$ cat src/rtl/sump_cmd_parser_if.sv
// Byte stream from the UART receiver into the SUMP command parser.
// The receiver drives the byte strobe and data; the parser only listens.
interface sump_cmd_parser_if;
  logic       rx_stb_i;
  logic [7:0] rx_data_i;

  modport master (output rx_stb_i, output rx_data_i);
  modport slave  (input  rx_stb_i, input  rx_data_i);
endinterface

$ cat src/rtl/sump_cmd_parser.sv
// SUMP command parser: assembles short (1 byte) and long (opcode + 4 bytes)
// commands from the UART byte stream and turns each completed command into a
// registered one-cycle strobe, a 32-bit argument and a trigger stage index.
// Also owns the XON/XOFF transmit-enable level and drops a half-received long
// command when the gap between its bytes grows too long.
module sump_cmd_parser #(
  parameter int  NUM_STAGES     = 4,
  parameter int  TIMEOUT_CYCLES = 100000,
  localparam int STG_W          = (NUM_STAGES > 1) ? $clog2(NUM_STAGES) : 1
) (
  input  logic              clk_i,
  input  logic              rst_i,
  sump_cmd_parser_if.slave  rx,
  output logic              sft_rst_o,
  output logic              armd_o,
  output logic              id_o,
  output logic              xon_o,
  output logic              xoff_o,
  output logic              tx_en_o,
  output logic              set_mask_o,
  output logic              set_val_o,
  output logic              set_cfg_o,
  output logic              set_div_o,
  output logic              set_cnt_o,
  output logic              set_flgs_o,
  output logic              stb_o,
  output logic [STG_W-1:0]  stg_o,
  output logic [31:0]       cmd_o,
  output logic              err_o
);

  localparam int              TO_W      = (TIMEOUT_CYCLES > 0) ? $clog2(TIMEOUT_CYCLES + 1) : 1;
  localparam logic [TO_W-1:0] TO_LIMIT  = TO_W'(TIMEOUT_CYCLES);
  localparam logic [2:0]      STG_LIMIT = 3'(NUM_STAGES);

  typedef enum logic [0:0] {
    IDLE = 1'b0,
    ARG  = 1'b1
  } state_t;

  state_t          state_r;
  logic [7:0]      opc_r;
  logic [23:0]     arg_r;
  logic [1:0]      arg_cnt_r;
  logic [TO_W-1:0] to_cnt_r;

  logic [31:0]     arg_full_s;
  logic [TO_W-1:0] to_cnt_inc_s;
  logic [1:0]      stage_s;
  logic            stage_ok_s;
  logic            to_expire_s;

  // Assembled argument, stage range check and inter-byte timeout detection.
  always_comb begin
    arg_full_s   = {rx.rx_data_i, arg_r};
    to_cnt_inc_s = to_cnt_r + TO_W'(1);
    stage_s      = opc_r[3:2];
    stage_ok_s   = ({1'b0, stage_s} < STG_LIMIT);
    // An arriving byte always beats an expiring counter.
    if ((TIMEOUT_CYCLES != 0) && (state_r == ARG) && !rx.rx_stb_i &&
        (to_cnt_inc_s == TO_LIMIT)) begin
      to_expire_s = 1'b1;
    end else begin
      to_expire_s = 1'b0;
    end
  end

  // Command FSM with registered strobes, argument, stage and tx enable.
  always_ff @(posedge clk_i) begin
    if (rst_i) begin
      state_r    <= IDLE;
      opc_r      <= 8'h00;
      arg_r      <= 24'h000000;
      arg_cnt_r  <= 2'd0;
      to_cnt_r   <= '0;
      sft_rst_o  <= 1'b0;
      armd_o     <= 1'b0;
      id_o       <= 1'b0;
      xon_o      <= 1'b0;
      xoff_o     <= 1'b0;
      tx_en_o    <= 1'b1;
      set_mask_o <= 1'b0;
      set_val_o  <= 1'b0;
      set_cfg_o  <= 1'b0;
      set_div_o  <= 1'b0;
      set_cnt_o  <= 1'b0;
      set_flgs_o <= 1'b0;
      stb_o      <= 1'b0;
      stg_o      <= '0;
      cmd_o      <= 32'h0000_0000;
      err_o      <= 1'b0;
    end else begin
      // Every strobe is a single-cycle pulse unless re-asserted below.
      sft_rst_o  <= 1'b0;
      armd_o     <= 1'b0;
      id_o       <= 1'b0;
      xon_o      <= 1'b0;
      xoff_o     <= 1'b0;
      set_mask_o <= 1'b0;
      set_val_o  <= 1'b0;
      set_cfg_o  <= 1'b0;
      set_div_o  <= 1'b0;
      set_cnt_o  <= 1'b0;
      set_flgs_o <= 1'b0;
      stb_o      <= 1'b0;
      err_o      <= 1'b0;

      case (state_r)
        IDLE: begin
          to_cnt_r <= '0;
          if (rx.rx_stb_i) begin
            if (rx.rx_data_i[7]) begin
              opc_r     <= rx.rx_data_i;
              arg_cnt_r <= 2'd0;
              state_r   <= ARG;
            end else begin
              case (rx.rx_data_i)
                8'h00: begin sft_rst_o <= 1'b1; stb_o <= 1'b1; end
                8'h01: begin armd_o    <= 1'b1; stb_o <= 1'b1; end
                8'h02: begin id_o      <= 1'b1; stb_o <= 1'b1; end
                8'h11: begin xon_o  <= 1'b1; stb_o <= 1'b1; tx_en_o <= 1'b1; end
                8'h13: begin xoff_o <= 1'b1; stb_o <= 1'b1; tx_en_o <= 1'b0; end
                default: err_o <= 1'b1;
              endcase
            end
          end
        end

        ARG: begin
          if (rx.rx_stb_i) begin
            to_cnt_r <= '0;
            if (arg_cnt_r == 2'd3) begin
              // Fourth argument byte: decode the whole command now.
              state_r   <= IDLE;
              arg_cnt_r <= 2'd0;
              case (opc_r)
                8'h80: begin set_div_o  <= 1'b1; stb_o <= 1'b1; cmd_o <= arg_full_s; stg_o <= '0; end
                8'h81: begin set_cnt_o  <= 1'b1; stb_o <= 1'b1; cmd_o <= arg_full_s; stg_o <= '0; end
                8'h82: begin set_flgs_o <= 1'b1; stb_o <= 1'b1; cmd_o <= arg_full_s; stg_o <= '0; end
                8'hC0, 8'hC4, 8'hC8, 8'hCC: begin
                  if (stage_ok_s) begin
                    set_mask_o <= 1'b1; stb_o <= 1'b1;
                    cmd_o <= arg_full_s; stg_o <= STG_W'(stage_s);
                  end else begin
                    err_o <= 1'b1;
                  end
                end
                8'hC1, 8'hC5, 8'hC9, 8'hCD: begin
                  if (stage_ok_s) begin
                    set_val_o <= 1'b1; stb_o <= 1'b1;
                    cmd_o <= arg_full_s; stg_o <= STG_W'(stage_s);
                  end else begin
                    err_o <= 1'b1;
                  end
                end
                8'hC2, 8'hC6, 8'hCA, 8'hCE: begin
                  if (stage_ok_s) begin
                    set_cfg_o <= 1'b1; stb_o <= 1'b1;
                    cmd_o <= arg_full_s; stg_o <= STG_W'(stage_s);
                  end else begin
                    err_o <= 1'b1;
                  end
                end
                default: err_o <= 1'b1;
              endcase
            end else begin
              // Little-endian: first argument byte lands in the low byte.
              case (arg_cnt_r)
                2'd0:    arg_r[7:0]   <= rx.rx_data_i;
                2'd1:    arg_r[15:8]  <= rx.rx_data_i;
                2'd2:    arg_r[23:16] <= rx.rx_data_i;
                default: arg_r        <= arg_r;
              endcase
              arg_cnt_r <= arg_cnt_r + 2'd1;
            end
          end else if (to_expire_s) begin
            state_r   <= IDLE;
            arg_cnt_r <= 2'd0;
            to_cnt_r  <= '0;
            err_o     <= 1'b1;
          end else if (TIMEOUT_CYCLES != 0) begin
            to_cnt_r <= to_cnt_inc_s;
          end else begin
            to_cnt_r <= '0;
          end
        end

        default: begin
          state_r   <= IDLE;
          arg_cnt_r <= 2'd0;
          to_cnt_r  <= '0;
        end
      endcase
    end
  end

endmodule

$ cat src/flat_wrapper.sv
// flat-port wrapper written by rule: the top's interface ports become plain ports
module sump_cmd_parser_flat 
#(
  parameter int  NUM_STAGES     = 4,
  parameter int  TIMEOUT_CYCLES = 100000,
  localparam int STG_W          = (NUM_STAGES > 1) ? $clog2(NUM_STAGES) : 1
)
  (clk_i, rst_i, sft_rst_o, armd_o, id_o, xon_o, xoff_o, tx_en_o, set_mask_o, set_val_o, set_cfg_o, set_div_o, set_cnt_o, set_flgs_o, stb_o, stg_o, cmd_o, err_o, rx_rx_stb_i, rx_rx_data_i);
  sump_cmd_parser_if rx_i ();
  input  logic clk_i;
  input  logic rst_i;
  output logic sft_rst_o;
  output logic armd_o;
  output logic id_o;
  output logic xon_o;
  output logic xoff_o;
  output logic tx_en_o;
  output logic set_mask_o;
  output logic set_val_o;
  output logic set_cfg_o;
  output logic set_div_o;
  output logic set_cnt_o;
  output logic set_flgs_o;
  output logic stb_o;
  output logic [STG_W-1:0] stg_o;
  output logic [31:0] cmd_o;
  output logic err_o;
  input wire logic [$bits(rx_i.rx_stb_i)-1:0] rx_rx_stb_i;
  input wire logic [$bits(rx_i.rx_data_i)-1:0] rx_rx_data_i;
  assign rx_i.rx_stb_i = rx_rx_stb_i;
  assign rx_i.rx_data_i = rx_rx_data_i;
  sump_cmd_parser #(.NUM_STAGES(NUM_STAGES), .TIMEOUT_CYCLES(TIMEOUT_CYCLES)) u_core (.clk_i(clk_i), .rst_i(rst_i), .rx(rx_i), .sft_rst_o(sft_rst_o), .armd_o(armd_o), .id_o(id_o), .xon_o(xon_o), .xoff_o(xoff_o), .tx_en_o(tx_en_o), .set_mask_o(set_mask_o), .set_val_o(set_val_o), .set_cfg_o(set_cfg_o), .set_div_o(set_div_o), .set_cnt_o(set_cnt_o), .set_flgs_o(set_flgs_o), .stb_o(stb_o), .stg_o(stg_o), .cmd_o(cmd_o), .err_o(err_o));
endmodule
$ cat config.mk
export PLATFORM = sky130hd
export DESIGN_NAME = sump_cmd_parser_flat
export DESIGN_NICKNAME = d
export VERILOG_FILES = /design/src/rtl/sump_cmd_parser_if.sv /design/src/rtl/sump_cmd_parser.sv /design/src/flat_wrapper.sv
export SDC_FILE = /design/constraint.sdc
export NUM_CORES = 1
export LEC_CHECK = 0
export ABC_AREA = 1
export BUFFER_PORTS_ARGS = -buffer_cell sky130_fd_sc_hd__buf_2
export CAP_MARGIN = 15
export CELL_PAD_IN_SITES_DETAIL_PLACEMENT = 0
export CELL_PAD_IN_SITES_GLOBAL_PLACEMENT = 1
export CORE_ASPECT_RATIO = 1.75
export CORE_MARGIN = 2
export CORE_UTILIZATION = 41
export DETAILED_ROUTE_END_ITERATION = 6
export PLACE_DENSITY = 0.78
export SLEW_MARGIN = 20
export SYNTH_ARGS = -nofsm -noshare
export SYNTH_HDL_FRONTEND = slang
export SYNTH_SLANG_ARGS = --single-unit
$ cat constraint.sdc
create_clock -name clk_i -period 2.5 [get_ports clk_i]
set_clock_uncertainty 0.1 [all_clocks]
set_input_delay 0.375 -clock clk_i [delete_from_list [all_inputs] [get_ports clk_i]]
set_output_delay 0.375 -clock clk_i [all_outputs]
set_load 0.05 [all_outputs]
==> summary.md <==
| Metric | Value |
|---|---|
| Syn_nets | 539 |
| CP Max Fanout | 18 |
| Wirelength per Cell | ~14 um |
| Top-count cell post-synth | nor2_1 |
| DIE AREA | between 10000 and 15000 um2 |
| Post-layout min period | between 2000 and 2500 ps |
| Initial antenna violation count | 0 |
| Synth unique cells | 32 |
| Synth area leader | dfxtp_1 |
| Depth of the worst register-to-register path | 12 |
| Clock Tree Root | clkbuf_16 |
| Worst Path Required | ~2600 ps |
| IO Count | around 60 |
| Combinational share of power | 0.040 |
| Hold EP | u_core.xoff_o |
| Max_cap viols | 0 |
| # DRC | 0 |
| Detailed Place HPWL | between 6000 and 7000 um |
| Worst relative slew slack | 0.583 |
| Maximum clock path buffer count | 2 |
| Total grt overflow | 0 |
| Height of the die | between 100 and 150 um |
| Synth top cells by count | nor2_1, dfxtp_1, o21ai_0 |
| Synth Cell Area | roughly 4000 um2 |
| Hold Crit Class | in2reg |
| Met1 global-route usage | 0.229 |
| Top cells by area, synth | dfxtp_1, nor2_1, o21ai_0 |
| Status | finished clean |
| Largest net degree at the start of global routing | 32 |
| Fin. Hold Viols | 0 |
| # Post-CTS Setup Buffers | 0 |
| Die X | 78.6 um |
| Clock sinks | 100 |
| Multi-input logic area | ~1700 um2 |
| Power per cell area | 675 nW/um2 |
| Crit end category | flip-flop |
| DR vias | about 3400 |
| CTS tree | yes |
| Synth top area share | 0.502 |
| Unrepaired setup endpoints after global routing | false |
| Leakage | 0.00208 uW |
| Synth-to-layout area growth | 17.2% |
| H-tree depth | 3 |
| Starting Density | 0.421 |
| Share of layout cells above drive strength 1 | 0.186 |
| Slew Limit Fails | 0 |
| Number of synthesized register bits | 100 |
| First-pass GRT wire length | around 16000 um |
| GRT met2 Usage | 0.340 |
| P_int | about 2500 uW |
| Routing usage on met3 | 0.0341 |
| CTS Buf Count | 9 |
| Post-Route WL | approximately 9500 um |
| DRT antenna net count | 0 |
| Clock latency on the worst-skew pair | around 340 ps |
| Critical Path Source Type | flip-flop |
| Hold Path Depth | 3 |
| Filler Cells Inserted | around 950 |
| Worst Tran Pin Value | ~620 ps |
| DR iter-0 viols | ~150 |
| Arr. time, crit path | approximately 2300 ps |
| Overall Global Routing Usage | 0.193 |
| Dpl cell area | between 4000 and 5000 um2 |
| Flop pwr share | 0.517 |
| NumNets Final | approximately 590 |
| Final Instance Area | ~4700 um2 |
| Ys Warns | 0 |
| Fin crit share | 0.869 |
| Clk pwr share | 0.442 |
| Syn avg cell area | roughly 7.6 um2 |
| Reg-to-Reg End | u_core.to_cnt_r[8] |
| Inst Count DP | just under 700 |
| Hold-fix buffers at CTS | 0 |
| Crit path kind | reg2reg |
| Most used DFF post-synth | dfxtp_1 |
| Asr flop ratio synth | 0 |
| Number of global-route vias before repair | ~3300 |
| Post-synth EDFFs | 0 |
| Hold path startpoint | rx_rx_data_i[0] |
| Diodes inserted | 0 |
| Mapped Cells | around 520 |
| Resized cells post-CTS | 0 |
| # port buffers | 58 |
| Register Area | around 2000 um2 |
| Seq/Total Area, Yosys | 0.502 |
| Psw | ~680 uW |
| Peak Freq | around 0.46 GHz |
| GP Congestion | roughly 0.84 |
| Vias/cell | 4.88 |
| Core area | around 9500 um2 |
| GRT Max-Usage Layer | met2 |
| VDD IR max | roughly 0.55 mV |
| Drt first pass iters | 5 |
| Reg2Reg Launch Point | u_core.to_cnt_r[0] |
| Clock transition at path regs | approximately 60 ps |
| Row count | between 40 and 50 |
| R2R Setup Slk | roughly 330 ps |
| Setup TNS | 0 ps |
| Sw Share | 0.215 |
| Final setup fails | 0 |
| Fin cells | between 700 and 800 |
## state kept, by name (all words and copies together), names as in the netlist
name and cells:
u_core.arg_cnt_r 2, u_core.arg_r 24, u_core.armd_o 1, u_core.cmd_o 32
u_core.err_o 1, u_core.id_o 1, u_core.opc_r 8, u_core.set_cfg_o 1
u_core.set_cnt_o 1, u_core.set_div_o 1, u_core.set_flgs_o 1, u_core.set_mask_o 1
u_core.set_val_o 1, u_core.sft_rst_o 1, u_core.state_r 1, u_core.stb_o 1
u_core.stg_o 2, u_core.to_cnt_r 17, u_core.tx_en_o 1, u_core.xoff_o 1
u_core.xon_o 1
## layout make-up
type,instances,area share
Sequential cell,100,0.428
Timing Repair Buffer,62,0.0685
Inverter,43,0.0345
Clock buffer,12,0.0548
Multi-Input combinational cell,361,0.371
Clock inverter,4,0.0102
Tap cell,122,0.0326
## critical path, stage by stage (launching register included)
cell and delay [ps]:
dfxtp_1 390, ha_1 210, nand2_1 110, nor2_4 180, nand2_2 100, nor2_1 110
nand3_1 90, nand2_1 80, nand2_1 40, nor2_1 130, nand3_2 160, nand3_4 260
a21oi_1 80
## routing by layer
metal / vias to the layer above / wire length, um / share of wire
met5: - / 0 / 0
met3: 14 / 255 / 0.027
met4: 0 / 171 / 0.018
met1: 1575 / 4050 / 0.43
met2: 59 / 5040 / 0.53
li1: 1784 / - / -
## through the flow
stage / hold WS [ps] / total power [uW] / utilization / setup slack, ps
after floorplan: 341 / 1750 / - / 627
after global placement: 355 / 1790 / 0.462 / 365
after detailed placement: 365 / 1790 / 0.462 / 321
after CTS: 248 / 3190 / 0.494 / 295
after global routing: 274 / 3290 / 0.494 / 67.9
final: 263 / 3160 / 0.494 / 328
## cells in the final DEF (no fill, tap or decap), types with 4 or more instances in the layout
cell       Yosys  final
buf_4          0      4
nor3_1         6      6
o21ai_0       65     65
nand3_1       18     18
inv_1         41     41
a21oi_1       25     25
nor2_1       130    130
nand2_2        6      6
nor2_2        13     13
ha_1           6      6
nand2_1       61     61
dfxtp_1      100    100
nor2_4         6      6
clkbuf_16      0      9
nand4_1        7      7
buf_2          4     58
## power by group through the flow
stage / sequential, uW / combinational [uW] / clock, uW
after floorplan: 1670 / 80.4 / 0
after global placement: 1670 / 125 / 0
after detailed placement: 1670 / 126 / 0
after CTS: 1630 / 127 / 1430
after global routing: 1630 / 143 / 1510
final: 1630 / 126 / 1400
## kinds of logic (layout without fill, tap and decap cells)
group	Yosys count	count (layout)	share of synthesized area
AOI/OAI and AO/OA	97	97	0.124
xor gates and xnor gates	2	2	0.00439
adders and majority gates	6	6	0.0188
buffers and inverters	61	121	0.0630
DFF	100	100	0.502
and+or+nand+nor	256	256	0.288
## worst max-delay path by stage
| stage | startpoint | endpoint | cells past startpoint |
|---|---|---|---|
| 2_1_floorplan | u_core.to_cnt_r[0] | u_core.state_r | 13 |
| 6_report | u_core.to_cnt_r[0] | u_core.to_cnt_r[8] | 12 |
| 4_1_cts | u_core.to_cnt_r[0] | u_core.to_cnt_r[8] | 12 |
| 3_3_place_gp | u_core.to_cnt_r[0] | u_core.to_cnt_r[8] | 12 |
| 5_1_grt | u_core.to_cnt_r[0] | u_core.to_cnt_r[14] | 12 |
| 3_5_place_dp | u_core.to_cnt_r[0] | u_core.to_cnt_r[8] | 12 |
No activity file was read; power rests on OpenSTA's default activity.
